### config.mk
export PLATFORM = sky130hd
export DESIGN_NAME = pixel_stream_merger
export DESIGN_NICKNAME = d
export VERILOG_FILES = /design/src/rtl/pixel_stream_merger.sv
export SDC_FILE = /design/constraint.sdc
export NUM_CORES = 1
export LEC_CHECK = 0
export ABC_AREA = 1
export CORE_MARGIN = 2
export CORE_UTILIZATION = 45
export DETAILED_ROUTE_END_ITERATION = 12
export GPL_ROUTABILITY_DRIVEN = 0
export SLEW_MARGIN = 20
export SYNTH_ARGS = -nofsm -noshare
export SYNTH_HDL_FRONTEND = slang
export SYNTH_SLANG_ARGS = --single-unit
export TNS_END_PERCENT = 30
### constraint.sdc
create_clock -name clk -period 13.9 [get_ports clk]
set_input_delay 4.17 -clock clk [delete_from_list [all_inputs] [get_ports clk]]
set_output_delay 4.17 -clock clk [all_outputs]
set_load 0.01 [all_outputs]
### src/rtl/pixel_stream_merger.sv
`default_nettype none
// ============================================================================
// Module   : pixel_stream_merger
// Brief    : Merges interleaved per-core RGB pixels into one raster stream.
// Revision : 1.0
// ============================================================================
module pixel_stream_merger #(
    parameter int NUM_CORES  = 4,
    parameter int FIFO_DEPTH = 4
) (
    input  logic                    clk,
    input  logic                    reset,
    input  logic [3:0]              active_cores,
    input  logic [12:0]             image_width,
    input  logic [12:0]             image_height,
    input  logic [NUM_CORES-1:0]    in_valid,
    output logic [NUM_CORES-1:0]    in_ready,
    input  logic [NUM_CORES*24-1:0] in_rgb,
    input  logic [NUM_CORES*32-1:0] in_index,
    output logic                    out_valid,
    input  logic                    out_ready,
    output logic [23:0]             out_rgb,
    output logic                    out_sof,
    output logic                    out_eol,
    output logic                    seq_error,
    output logic [15:0]             frames_done
);
    localparam int         AW          = $clog2(FIFO_DEPTH);
    localparam logic [3:0] c_MAX_CORES = 4'(NUM_CORES);
    localparam logic [0:0] c_LOAD      = 1'b0;
    localparam logic [0:0] c_RUN       = 1'b1;

    logic [0:0]  r_state;
    logic [0:0]  w_state_nxt;
    logic        w_is_load;
    logic        w_is_run;
    logic [3:0]  r_active;
    logic [12:0] r_width;
    logic [12:0] r_height;
    logic [2:0]  r_sel;
    logic [12:0] r_x;
    logic [12:0] r_y;
    logic [25:0] r_pix_cnt;
    logic        r_out_valid;
    logic [23:0] r_out_rgb;
    logic        r_out_sof;
    logic        r_out_eol;
    logic        r_out_last;
    logic        r_seq_error;
    logic [15:0] r_frames_done;
    logic [7:0]  w_empty;
    logic [23:0] w_head_rgb [8];
    logic [25:0] w_head_idx [8];
    logic        w_load;
    logic        w_out_hs;
    logic        w_frame_end;
    logic        w_sel_empty;
    logic [23:0] w_sel_rgb;
    logic [25:0] w_sel_idx;
    logic        w_at_eol;

    // Lanes beyond NUM_CORES read as permanently empty so sel can index all 8 slots.
    for (genvar k = 0; k < 8; k++) begin : g_core
        if (k < NUM_CORES) begin : g_fifo
            logic [49:0] r_mem [FIFO_DEPTH];
            logic [AW:0] r_wptr;
            logic [AW:0] r_rptr;
            logic        w_full;
            logic        w_push;
            logic        w_pop;
            logic        w_unused_idx_hi;

            assign w_full          = (r_wptr[AW] != r_rptr[AW]) &&
                                     (r_wptr[AW-1:0] == r_rptr[AW-1:0]);
            assign w_push          = in_valid[k] && !w_full;
            assign w_pop           = w_load && (r_sel == 3'(k));
            assign in_ready[k]     = !w_full;
            assign w_empty[k]      = (r_wptr == r_rptr);
            assign {w_head_rgb[k], w_head_idx[k]} = r_mem[r_rptr[AW-1:0]];
            assign w_unused_idx_hi = ^in_index[32*k+26 +: 6];

            always_ff @(posedge clk) begin
                if (w_push) begin
                    r_mem[r_wptr[AW-1:0]] <= {in_rgb[24*k +: 24], in_index[32*k +: 26]};
                end
            end

            always_ff @(posedge clk or posedge reset) begin
                if (reset) begin
                    r_wptr <= '0;
                    r_rptr <= '0;
                end else begin
                    if (w_push) r_wptr <= r_wptr + 1'b1;
                    if (w_pop)  r_rptr <= r_rptr + 1'b1;
                end
            end
        end else begin : g_absent
            assign w_empty[k]    = 1'b1;
            assign w_head_rgb[k] = '0;
            assign w_head_idx[k] = '0;
        end
    end

    assign w_sel_empty = w_empty[r_sel];
    assign w_sel_rgb   = w_head_rgb[r_sel];
    assign w_sel_idx   = w_head_idx[r_sel];
    assign w_at_eol    = (r_x == r_width - 13'd1);

    always_ff @(posedge clk or posedge reset) begin
        if (reset) r_state <= c_LOAD;
        else       r_state <= w_state_nxt;
    end

    always_comb begin
        w_state_nxt = r_state;
        case (r_state)
            c_LOAD:  w_state_nxt = c_RUN;
            c_RUN:   if (w_frame_end) w_state_nxt = c_LOAD;
            default: w_state_nxt = c_LOAD;
        endcase
    end

    always_comb begin
        w_is_load = (r_state == c_LOAD);
        w_is_run  = (r_state == c_RUN);
    end

    // The frame's last pixel blocks further loads so the next frame starts after LOAD.
    assign w_out_hs    = r_out_valid && out_ready;
    assign w_frame_end = w_is_run && w_out_hs && r_out_last;
    assign w_load      = w_is_run && !w_sel_empty &&
                         (!r_out_valid || (out_ready && !r_out_last));

    always_ff @(posedge clk or posedge reset) begin
        if (reset) begin
            r_active  <= 4'd1;
            r_width   <= 13'd1;
            r_height  <= 13'd1;
            r_sel     <= 3'd0;
            r_x       <= 13'd0;
            r_y       <= 13'd0;
            r_pix_cnt <= 26'd0;
        end else if (w_is_load) begin
            if (active_cores == 4'd0)             r_active <= 4'd1;
            else if (active_cores > c_MAX_CORES)  r_active <= c_MAX_CORES;
            else                                  r_active <= active_cores;
            r_width   <= (image_width == 13'd0)  ? 13'd1 : image_width;
            r_height  <= (image_height == 13'd0) ? 13'd1 : image_height;
            r_sel     <= 3'd0;
            r_x       <= 13'd0;
            r_y       <= 13'd0;
            r_pix_cnt <= 26'd0;
        end else if (w_load) begin
            r_sel <= ({1'b0, r_sel} == r_active - 4'd1) ? 3'd0 : r_sel + 3'd1;
            if (w_at_eol) begin
                r_x <= 13'd0;
                r_y <= (r_y == r_height - 13'd1) ? 13'd0 : r_y + 13'd1;
            end else begin
                r_x <= r_x + 13'd1;
            end
            r_pix_cnt <= r_pix_cnt + 26'd1;
        end
    end

    always_ff @(posedge clk or posedge reset) begin
        if (reset) begin
            r_out_valid   <= 1'b0;
            r_out_rgb     <= 24'd0;
            r_out_sof     <= 1'b0;
            r_out_eol     <= 1'b0;
            r_out_last    <= 1'b0;
            r_seq_error   <= 1'b0;
            r_frames_done <= 16'd0;
        end else begin
            if (w_load) begin
                r_out_valid <= 1'b1;
                r_out_rgb   <= w_sel_rgb;
                r_out_sof   <= (r_x == 13'd0) && (r_y == 13'd0);
                r_out_eol   <= w_at_eol;
                r_out_last  <= w_at_eol && (r_y == r_height - 13'd1);
            end else if (w_out_hs) begin
                r_out_valid <= 1'b0;
            end
            if (w_load && (w_sel_idx != r_pix_cnt)) r_seq_error <= 1'b1;
            if (w_frame_end) r_frames_done <= r_frames_done + 16'd1;
        end
    end

    assign out_valid   = r_out_valid;
    assign out_rgb     = r_out_rgb;
    assign out_sof     = r_out_sof;
    assign out_eol     = r_out_eol;
    assign seq_error   = r_seq_error;
    assign frames_done = r_frames_done;

endmodule
`default_nettype wire

==> impl_metrics.tcl <==
set metrics [dict create \
    critical_path.reg2reg.startpoint "g_core[0].g_fifo.r_rptr[1]" \
    timing.setup.critical_path_class "flop to output pin" \
    detail-route-antenna-nets 0 \
    ys.warnings.count 0 \
    crit_start "g_core[0].g_fifo.r_rptr[1]" \
    setup_viol 0 \
    r2r.worst_path.cells 13 \
    antenna_violations_before_repair 21 \
    hold_end "frames_done[15]" \
    floorplan.die_area_sq_um 92900 \
    fp-row-count 110 \
    critPathCaptureType "output pin" \
    max_cap_violations 0 \
    mostFrequentLayoutCell "sky130_fd_sc_hd__edfxtp_1" \
    utilization_pct 53.4 \
    worst_skew_pair.late_latency_ns 0.68 \
    timing.critical_path.required_ns 9.73 \
    hold_path_class "flop to flop" \
    run_status "completed" \
    chipHeight_microns 305 \
    relSlewSlack_pct 25.7 \
    fin_cells 5127 \
    routed-via-count 27300 \
    cts_tree "yes" \
    nFillCells 7759 \
    drc 0 \
    top_level_ports 309 \
    worst_slack_ns 6.39 \
    finalWorstPathRequiredPeriod_ns 7.51 \
    initial_core_utilization_pct 45.3 \
    hold_ws_ns 0.466 \
    mappedNetlistArea_sq_um 40700 \
    min-delay-start "frames_done[15]" \
    post-route-period-util_pct 54.0 \
    syn-mean-instance-area_sq_um 11.2 \
    vias_in_the_first_global_route 26100 \
    finalHoldViolations 0 \
    cts_root_buffer "sky130_fd_sc_hd__clkbuf_16" \
    static-leakage-power_nw 17.7 \
    hpwl_microns 68900 \
    synth-edff-count 800 \
    count_of_instances_resized_after_the_clock_tree_is_built 0 \
    layout_cells_sized_above_1_pct 7.35 \
    achievable-frequency_mhz 133 \
    drt-pass1-iter-count 6 \
    critPathLaunchType "flop" \
    report.final.slew_viol_count 0 \
    worstPathArrival_ns 3.34 \
    clock_tree.buffer_depth 3 \
    layout.cells.most_common_list "800 x sky130_fd_sc_hd__edfxtp_1, 717 x sky130_fd_sc_hd__nand2_1, 392 x sky130_fd_sc_hd__nor2_1" \
    grt_first_pass_wirelength_microns 160000 \
    yosys_most_used_dff "sky130_fd_sc_hd__edfxtp_1" \
    tns_ns 0 \
    place_inst 4930 \
    syn_nets 3915 \
    port-buffer-count 284 \
    drt-wirelength-per-cell_microns 21.0 \
    number_of_buffers_created_by_cts 100 \
    synthDistinctLibCells 52 \
    pin_count_of_the_biggest_net_entering_global_routing 101 \
    placed_cell_area_sq_um 44600 \
    cts.reportedPaths.clkPinSlew_ns 0.06 \
    per_cell_via_count_in_the_routed_design 5.32 \
    hold_fix_buffers_at_cts 0 \
    unrepaired_setup_endpoints_after_global_routing "no" \
    syn_inst 3620 \
    dp_worst_setup_slack_ns 6.48 \
    layout-area-overhead-vs-synth_pct 17.9 \
    clock_tree.htree_level_count 3 \
    final_net_count 4151 \
    globalRouteTotalUtil_pct 22.9 \
    min_path_cells 1 \
    timing.reg2reg.setup_slack_ns 9.27 \
    dr.first_iter.drc_count 2100 \
    finalPower_mw 10.4 \
    critical_register_to_register_path_endpoint "r_x[0]" \
    yosysSeqAreaShare_pct 68.5 \
    cp_max_fo 53 \
    grt.overflow.total 0 \
    power.density_nw_per_um2 217 \
    finalInstanceArea_sq_um 48000 \
    worst_clock_skew_ns 0.0687 \
    yosys_register_bits 955 \
    clock_tree_sinks 955 \
    max_slew.worst_pin.slew_ns 1.11 \
    core_area_sq_um 89900 \
    cts_setup_buffers 0 \
    async_sr_flop_fraction_pct 16.2 \
    ir_worst_vdd_v 0.000156 \
    routed_wl_microns 108000 \
    die_x_microns 305 \
]
-- per-layer routing --
layer | share of wire (%) | track usage [%] | vias to the layer above
met5 | 0.17 | 0 | -
li1 | - | - | 13200
met4 | 4.4 | 9.81 | 30
met1 | 40 | 28.0 | 13100
met2 | 50 | 39.8 | 728
met3 | 5.5 | 4.49 | 204
-- report_power, final --
part           internal (mW)  switching [mW]  total, mW
logic                   1.07            2.49       3.56
registers               3.82           0.312       4.14
clock network           1.61            1.11       2.72
total                   6.50            3.92       10.4
-- cell usage after synthesis, drive strengths merged (5+ instances only) --
cell	n	area (sq um)
nor2	422	1650
clkbuf	70	265
or2	5	31.3
edfxtp	800	24000
xor2	70	613
dfrtp	152	3800
a31oi	8	50.1
nor4	16	106
mux2	17	191
xnor2	24	210
o221ai	17	149
buf	122	642
nand3	380	1920
nand3b	6	45.0
a21oi	29	145
nand4	51	332
o21ai	327	1640
o22ai	104	651
nor3	25	135
nand2	723	2730
ha	34	425
inv	197	739
-- critical path, cell delays in order, from the launching register on --
cell,delay [ns]
sky130_fd_sc_hd__dfrtp_2,0.38
sky130_fd_sc_hd__buf_4,0.35
sky130_fd_sc_hd__inv_2,0.90
sky130_fd_sc_hd__nand2_1,0.12
sky130_fd_sc_hd__a21oi_1,0.21
sky130_fd_sc_hd__nand2_1,0.16
sky130_fd_sc_hd__clkdlybuf4s50_1,0.51
-- logic make-up after synthesis --
family	synth area share, %
AND/OR/NAND/NOR	17.2
flip-flops	68.5
AO/OA/AOI/OAI	6.70
buffers and inverters	4.06
XOR/XNOR	2.02
adder cells (fa/ha/maj)	1.04
multiplexers	0.470
-- layout make-up --
cell class / instances / area, sq um / share of cell area [%]
antenna: 7 / 17.5 / 0.0365
clock buffer: 146 / 2880 / 5.99
clock inverter: 44 / 533 / 1.11
inverter: 199 / 754 / 1.57
multi-input combinational: 2274 / 11300 / 23.5
sequential: 955 / 27900 / 58.2
tap: 1176 / 1470 / 3.06
timing repair buffer: 326 / 3160 / 6.58
-- worst max path at each step --
stage          slack, ns  depth (start not counted)        endpoint
2_1_floorplan       5.56                          1  frames_done[0]
3_3_place_gp        6.45                         10          r_x[0]
3_5_place_dp        6.48                         10          r_x[0]
4_1_cts             6.33                          6     in_ready[0]
5_1_grt             6.17                          6     in_ready[0]
6_report            6.39                          6     in_ready[0]
-- registers in the layout, summed over array words and instances (netlist names), 3 cells and up --
signal                cells
r_pix_cnt                26
g_core.g_fifo.r_mem     800
r_sel                     3
frames_done              16
r_active                  4
r_x                      13
r_height                 13
g_core.g_fifo.r_wptr     12
r_width                  13
r_y                      13
g_core.g_fifo.r_rptr     12
out_rgb                  24
(Power assumes the default switching activity.)
